$ cat src/rtl/hp_drain_ctrl_if.sv
// hp_drain_ctrl_if: battle FSM <-> HP drain controller bundle; HP_CRIT_EN adds the low-HP flags
interface hp_drain_ctrl_if #(parameter int HP_W = 8);
  logic frame_tick, battle_start, hp1_hit, hp2_hit;
  logic [HP_W-1:0] hp1, hp2;
  logic busy, poke_faint, hp1_zero, hp2_zero, hit_drop;
`ifdef HP_CRIT_EN
  logic hp1_low, hp2_low;
  modport master(output frame_tick, battle_start, hp1_hit, hp2_hit,
                 input hp1, hp2, busy, poke_faint, hp1_zero, hp2_zero, hit_drop, hp1_low, hp2_low);
  modport slave(input frame_tick, battle_start, hp1_hit, hp2_hit,
                output hp1, hp2, busy, poke_faint, hp1_zero, hp2_zero, hit_drop, hp1_low, hp2_low);
`else
  modport master(output frame_tick, battle_start, hp1_hit, hp2_hit,
                 input hp1, hp2, busy, poke_faint, hp1_zero, hp2_zero, hit_drop);
  modport slave(input frame_tick, battle_start, hp1_hit, hp2_hit,
                output hp1, hp2, busy, poke_faint, hp1_zero, hp2_zero, hit_drop);
`endif
endinterface

$ cat src/rtl/hp_drain_ctrl.sv
// hp_drain_ctrl: queues attack damage and drains both HP bars through one shared decrementer; HP_CRIT_EN adds low-HP flags
module hp_drain_ctrl #(
  parameter int HP_W = 8,
  parameter int MAX_HP = 100,
  parameter int DMG_TO_WILD = 20,
  parameter int DMG_TO_USER = 15,
  parameter int STEP = 1
)(
  input logic Clk,
  input logic Reset,
  hp_drain_ctrl_if.slave bus
);
  localparam logic [HP_W-1:0] MAX = HP_W'(MAX_HP);
  localparam logic [HP_W-1:0] STP = HP_W'(STEP);
  typedef enum logic [1:0] {IDLE, DRAIN2, DRAIN1, SETTLE} state_t;
  state_t state, state_nx;
  logic [HP_W-1:0] hp1, hp2, pend1, pend2, hp1_nx, hp2_nx, pend1_nx, pend2_nx, d1, d2;
  logic acc1, acc2, dec1, dec2, drop_nx, drop_q;
  function automatic logic [HP_W-1:0] sat_add(input logic [HP_W-1:0] p, input logic [HP_W-1:0] dmg);
    logic [HP_W:0] s;
    s = {1'b0, p} + {1'b0, dmg};
    return (s > {1'b0, MAX}) ? MAX : s[HP_W-1:0];
  endfunction
  function automatic logic [HP_W-1:0] min3(input logic [HP_W-1:0] a, input logic [HP_W-1:0] b, input logic [HP_W-1:0] c);
    logic [HP_W-1:0] m;
    m = (a < b) ? a : b;
    return (m < c) ? m : c;
  endfunction
  always_comb begin
    acc1 = bus.hp1_hit && (hp1 != '0 || pend1 != '0);
    acc2 = bus.hp2_hit && (hp2 != '0 || pend2 != '0);
    d1 = min3(STP, pend1, hp1);
    d2 = min3(STP, pend2, hp2);
    dec1 = state == DRAIN1 && bus.frame_tick;
    dec2 = state == DRAIN2 && bus.frame_tick;
    hp1_nx = dec1 ? hp1 - d1 : hp1;
    hp2_nx = dec2 ? hp2 - d2 : hp2;
    pend1_nx = dec1 ? pend1 - d1 : pend1;
    pend2_nx = dec2 ? pend2 - d2 : pend2;
    pend1_nx = acc1 ? sat_add(pend1_nx, HP_W'(DMG_TO_USER)) : pend1_nx;
    pend2_nx = acc2 ? sat_add(pend2_nx, HP_W'(DMG_TO_WILD)) : pend2_nx;
    // a fainted Pokemon can owe no further damage
    pend1_nx = (hp1_nx == '0) ? '0 : pend1_nx;
    pend2_nx = (hp2_nx == '0) ? '0 : pend2_nx;
    drop_nx = !bus.battle_start && ((bus.hp1_hit && !acc1) || (bus.hp2_hit && !acc2));
    hp1_nx = bus.battle_start ? MAX : hp1_nx;
    hp2_nx = bus.battle_start ? MAX : hp2_nx;
    pend1_nx = bus.battle_start ? '0 : pend1_nx;
    pend2_nx = bus.battle_start ? '0 : pend2_nx;
  end
  always_ff @(posedge Clk or posedge Reset)
    if (Reset) state <= IDLE;
    else state <= state_nx;
  always_comb
    state_nx = bus.battle_start ? IDLE :
               state == IDLE   ? (pend2 != '0 ? DRAIN2 : pend1 != '0 ? DRAIN1 : IDLE) :
               state == DRAIN2 ? ((dec2 && pend2_nx == '0) ? SETTLE : DRAIN2) :
               state == DRAIN1 ? ((dec1 && pend1_nx == '0) ? SETTLE : DRAIN1) : IDLE;
  always_ff @(posedge Clk or posedge Reset)
    if (Reset) begin
      hp1 <= MAX;
      hp2 <= MAX;
      pend1 <= '0;
      pend2 <= '0;
      drop_q <= 1'b0;
    end else begin
      hp1 <= hp1_nx;
      hp2 <= hp2_nx;
      pend1 <= pend1_nx;
      pend2 <= pend2_nx;
      drop_q <= drop_nx;
    end
  always_comb begin
    bus.hp1 = hp1;
    bus.hp2 = hp2;
    bus.busy = pend1 != '0 || pend2 != '0 || state != IDLE;
    bus.hp1_zero = hp1 == '0;
    bus.hp2_zero = hp2 == '0;
    bus.poke_faint = hp1 == '0 || hp2 == '0;
    bus.hit_drop = drop_q;
  end
`ifdef HP_CRIT_EN
  localparam logic [HP_W-1:0] LOW = HP_W'(MAX_HP >> 2);
  logic low1, low2;
  always_ff @(posedge Clk or posedge Reset)
    if (Reset) begin
      low1 <= 1'b0;
      low2 <= 1'b0;
    end else begin
      low1 <= hp1_nx != '0 && hp1_nx <= LOW;
      low2 <= hp2_nx != '0 && hp2_nx <= LOW;
    end
  assign bus.hp1_low = low1;
  assign bus.hp2_low = low2;
`endif
endmodule

$ cat src/flat_wrapper.sv
// flat-port wrapper written by rule: the top's interface ports become plain ports
module hp_drain_ctrl_flat 
#(
  parameter int HP_W = 8,
  parameter int MAX_HP = 100,
  parameter int DMG_TO_WILD = 20,
  parameter int DMG_TO_USER = 15,
  parameter int STEP = 1
)
  (Clk, Reset, bus_frame_tick, bus_battle_start, bus_hp1_hit, bus_hp2_hit, bus_hp1, bus_hp2, bus_busy, bus_poke_faint, bus_hp1_zero, bus_hp2_zero, bus_hit_drop);
  hp_drain_ctrl_if #(.HP_W(HP_W)) bus_i ();
  input logic Clk;
  input logic Reset;
  input wire logic [$bits(bus_i.frame_tick)-1:0] bus_frame_tick;
  input wire logic [$bits(bus_i.battle_start)-1:0] bus_battle_start;
  input wire logic [$bits(bus_i.hp1_hit)-1:0] bus_hp1_hit;
  input wire logic [$bits(bus_i.hp2_hit)-1:0] bus_hp2_hit;
  output wire logic [$bits(bus_i.hp1)-1:0] bus_hp1;
  output wire logic [$bits(bus_i.hp2)-1:0] bus_hp2;
  output wire logic [$bits(bus_i.busy)-1:0] bus_busy;
  output wire logic [$bits(bus_i.poke_faint)-1:0] bus_poke_faint;
  output wire logic [$bits(bus_i.hp1_zero)-1:0] bus_hp1_zero;
  output wire logic [$bits(bus_i.hp2_zero)-1:0] bus_hp2_zero;
  output wire logic [$bits(bus_i.hit_drop)-1:0] bus_hit_drop;
  assign bus_i.frame_tick = bus_frame_tick;
  assign bus_i.battle_start = bus_battle_start;
  assign bus_i.hp1_hit = bus_hp1_hit;
  assign bus_i.hp2_hit = bus_hp2_hit;
  assign bus_hp1 = bus_i.hp1;
  assign bus_hp2 = bus_i.hp2;
  assign bus_busy = bus_i.busy;
  assign bus_poke_faint = bus_i.poke_faint;
  assign bus_hp1_zero = bus_i.hp1_zero;
  assign bus_hp2_zero = bus_i.hp2_zero;
  assign bus_hit_drop = bus_i.hit_drop;
  hp_drain_ctrl #(.HP_W(HP_W), .MAX_HP(MAX_HP), .DMG_TO_WILD(DMG_TO_WILD), .DMG_TO_USER(DMG_TO_USER), .STEP(STEP)) u_core (.Clk(Clk), .Reset(Reset), .bus(bus_i));
endmodule
$ cat config.mk
export PLATFORM = sky130hd
export DESIGN_NAME = hp_drain_ctrl_flat
export DESIGN_NICKNAME = d
export VERILOG_FILES = /design/src/rtl/hp_drain_ctrl_if.sv /design/src/rtl/hp_drain_ctrl.sv /design/src/flat_wrapper.sv
export SDC_FILE = /design/constraint.sdc
export NUM_CORES = 1
export LEC_CHECK = 0
export ABC_AREA = 1
export CORE_AREA = 2 2 89 91
export CTS_BUF_LIST = sky130_fd_sc_hd__clkbuf_4
export DETAILED_ROUTE_END_ITERATION = 16
export DIE_AREA = 0 0 91 93
export MAX_ROUTING_LAYER = met4
export PLACE_DENSITY = 0.78
export SYNTH_ARGS = -nofsm -noshare
export SYNTH_HDL_FRONTEND = slang
export SYNTH_SLANG_ARGS = --single-unit
$ cat constraint.sdc
create_clock -name Clk -period 4 [get_ports Clk]
set_input_delay 0.4 -clock Clk [delete_from_list [all_inputs] [get_ports Clk]]
set_output_delay 0.4 -clock Clk [all_outputs]
set_load 0.02 [all_outputs]
==> results.tsv <==
metric	value	unit
status	finished clean	
data required time of the worst path	4.25	ns
largest clock skew in the final design	0.00481	ns
initial core utilization	54.3	%
Inserted Clock Buffers	5	
sequential cell area fraction in the yosys report	21.6	%
TritonCTS clock tree	yes	
maximum number of pins on one net before global-route repair	36	
highest ir drop seen on vdd	0.382	mV
library cells used by synthesis	43	
clock tree root driver cell	sky130_fd_sc_hd__clkbuf_4	
die width	91	µm
Worst-Skew Late Latency	0.35	ns
worst flop-to-flop path startpoint	u_core.bus.hp2[2]$_DFF_PP1_	
# DRC	0	
First DRT Iteration DRCs	202	
fraction of the cycle the final worst path needs	94.8	%
number of sinks handled by clock tree synthesis	35	
placement-stage cell area	4600	µm²
proportion of netlist area held by the largest area contributor	17.7	%
vias in the first global route	4115	
Register-to-Register Path Depth	28	
I/O Pins	27	
count of final setup violators	0	
flip-flop and latch count after synthesis	35	
relative area change from synthesis to final layout	17.9	%
placeable core area	7530	µm²
largest stage delay on the critical path	0.57	ns
first-pass GRT wire length	18100	µm
area of the mapped netlist	4090	µm²
max frequency	0.264	GHz
Pre-antenna DRT Iters	5	
fraction of final layout cells with drive strength greater than 1	18.2	%
final worst path period need	3.79	ns
Min-Delay Path Class	input pin to asynchronous set/reset pin	
final max-slew violation count	0	
buffer depth of the longest clock path	2	
hold violation count in the final report	0	
Hold-fix buffers, CTS	0	
setup slack of the worst register-to-register path	0.21	ns
Vias/cell	5.31	
number of antenna violations at the first check in global routing	0	
DIE AREA	8460	µm²
final std cell area, no fill	4820	µm²
DP Wirelength	8420	µm
pin slew with the least headroom to its limit	0.681	ns
arrival time of data at the critical path endpoint	4.04	ns
power density over cell area	658	nW/µm²
Row Count	32	
H-tree Lvls	2	
Via Count	4356	
setup_tns	0	ns
category of the worst setup path capture point	flop	
gate count after technology mapping	657	
die outline height	93	µm
static leakage power	2.59	nW
routed wire length	10700	µm
warning count from the yosys run	0	
gr ovfl total	0	
overall global routing resource usage	26.7	%
Setup CP Type	flop to flop	
number of violations of the max-capacitance limit	0	
top cells by area in the synthesized netlist	sky130_fd_sc_hd__dfrtp_1 (18%), sky130_fd_sc_hd__nand2_1 (16%), sky130_fd_sc_hd__ha_1 (11%)	
Diodes inserted	0	
count of antenna-violating nets left after detailed routing	0	
kind of start point of the critical path	flop	
terminus of the critical flop-to-flop path	u_core.state[1]$_DFF_PP0_	
biggest area consumer among synthesized cells	sky130_fd_sc_hd__dfrtp_1	
biggest fanout along the worst timing path	6	
average cell area after synthesis	6.22	µm²
Clock transition at path regs	0.12	ns
cell repeated most along the worst path	sky130_fd_sc_hd__nor2_1	
port bufs	26	
global placement routability congestion	0.980	
highest-delay cell along the critical path	sky130_fd_sc_hd__dfstp_2	
routed length per instance	13.1	µm
nets	761	
final core utilization	64.0	%
worst slew margin relative to its limit	54.2	%
layer usage:
| metal | vias to the layer above | global-route usage [%] | wire, µm | part of all wire (%) |
|---|---|---|---|---|
| met5 | - | - | 0 | 0 |
| met4 | 0 | 9.60 | 266 | 2.5 |
| met3 | 22 | 3.38 | 406 | 3.8 |
| met2 | 90 | 48.6 | 5590 | 52 |
| met1 | 2051 | 30.1 | 4480 | 42 |
| li1 | 2193 | - | - | - |
per-stage QoR:
step / power (mW) / cells / setup slack [ns] / hold slack, ns
floorplan: 2.26 / 668 / 0.134 / 0.463
global placement: 2.73 / 803 / 0.201 / 0.528
detailed placement: 2.80 / 803 / 0.138 / 0.533
CTS: 3.01 / 811 / 0.0789 / 0.473
global route: 3.55 / 820 / -0.0709 / 0.515
finish: 3.17 / 820 / 0.208 / 0.456
critical path, delay by kind of cell, from the launching register on:
kind            cells  cell delay [ns]
compound gates      3             0.49
buf+inv             5             0.35
simple gates       17             1.26
fa+ha+maj           3             1.00
flops               1             0.57
cells in the mapped netlist (all sizes together):
cell type and instances:
nand2 203, inv 110, nor2 79, nand3 65, ha 36, o21ai 30, dfrtp 29, a21oi 25
nand4 16, or2 8, clkbuf 6, dfstp 6, nor3 6, xor2 6, buf 5, a211oi 3
a21boi 3, o211ai 3, xnor2 3, a21o 2, fa 2, nand3b 2, nor4 2, o21a 2
and2 1, clkinv 1, conb 1, nor3b 1, o21bai 1
logic make-up after synthesis:
group	share of synthesized area (%)
AOI/OAI and AO/OA	9.49
xor gates and xnor gates	1.93
adders and majority gates	12.0
buffers and inverters	11.6
DFF	21.6
other	0.0917
and+or+nand+nor	43.3
worst max path at each step:
stage | startpoint | endpoint | cells after the start | slack (ns)
CTS | u_core.bus.hp2[2]$_DFF_PP1_ | u_core.state[1]$_DFF_PP0_ | 29 | 0.08
finish | u_core.bus.hp2[2]$_DFF_PP1_ | u_core.state[1]$_DFF_PP0_ | 28 | 0.21
global route | u_core.pend2[1]$_DFF_PP0_ | u_core.state[1]$_DFF_PP0_ | 32 | -0.07
floorplan | u_core.bus.hp1[3]$_DFF_PP0_ | u_core.state[0]$_DFF_PP0_ | 29 | 0.13
global placement | u_core.bus.hp2[2]$_DFF_PP1_ | u_core.state[1]$_DFF_PP0_ | 29 | 0.20
detailed placement | u_core.bus.hp2[2]$_DFF_PP1_ | u_core.state[1]$_DFF_PP0_ | 29 | 0.14
registers in the layout (all words and copies together) (netlist names):
| signal | count |
|---|---|
| u_core.pend1 | 8 |
| u_core.bus.hp1 | 8 |
| u_core.pend2 | 8 |
| u_core.state | 2 |
| u_core.bus.hp2 | 8 |
| u_core.bus.hit_drop | 1 |
cell type report:
| cell class | count | area (µm²) |
|---|---|---|
| multi-input cells | 511 | 2870 |
| fillers | 721 | 2710 |
| flip-flops and latches | 35 | 885 |
| repair buffers | 53 | 463 |
| inverters | 111 | 420 |
| well taps | 102 | 128 |
| clock buffers | 6 | 45.0 |
| clock inverters | 2 | 7.51 |
report_power, final:
part           leakage, nW  total, mW  internal [mW]  switching [mW]
Combinational         2.11       2.43          0.918            1.51
Sequential           0.450      0.534          0.447          0.0875
Clock               0.0307      0.205         0.0721           0.133
timing repair:
item	in CTS	in global routing
resized for setup	0	36
setup buffers	0	9
endpoints found under the setup margin	0	7
placed cells by master (no fill, tap or decap), drive strengths merged:
| cell | count |
|---|---|
| a21o | 2 |
| dfstp | 6 |
| clkinv | 3 |
| nand2 | 203 |
| or2 | 8 |
| o211ai | 3 |
| nor3b | 1 |
| fa | 2 |
| clkbuf | 6 |
| dfrtp | 29 |
| conb | 12 |
| a211oi | 3 |
| nand3 | 65 |
| o21ai | 30 |
| nor2 | 79 |
| inv | 110 |
| nand3b | 2 |
| o21bai | 1 |
| clkdlybuf4s50 | 26 |
| and2 | 1 |
| ha | 36 |
| nor4 | 2 |
| nor3 | 6 |
| nand4 | 16 |
| o21a | 2 |
| a21oi | 25 |
| a21boi | 3 |
| buf | 27 |
| xor2 | 6 |
| xnor2 | 3 |
Note: power is estimated with default switching activity, not from simulation.
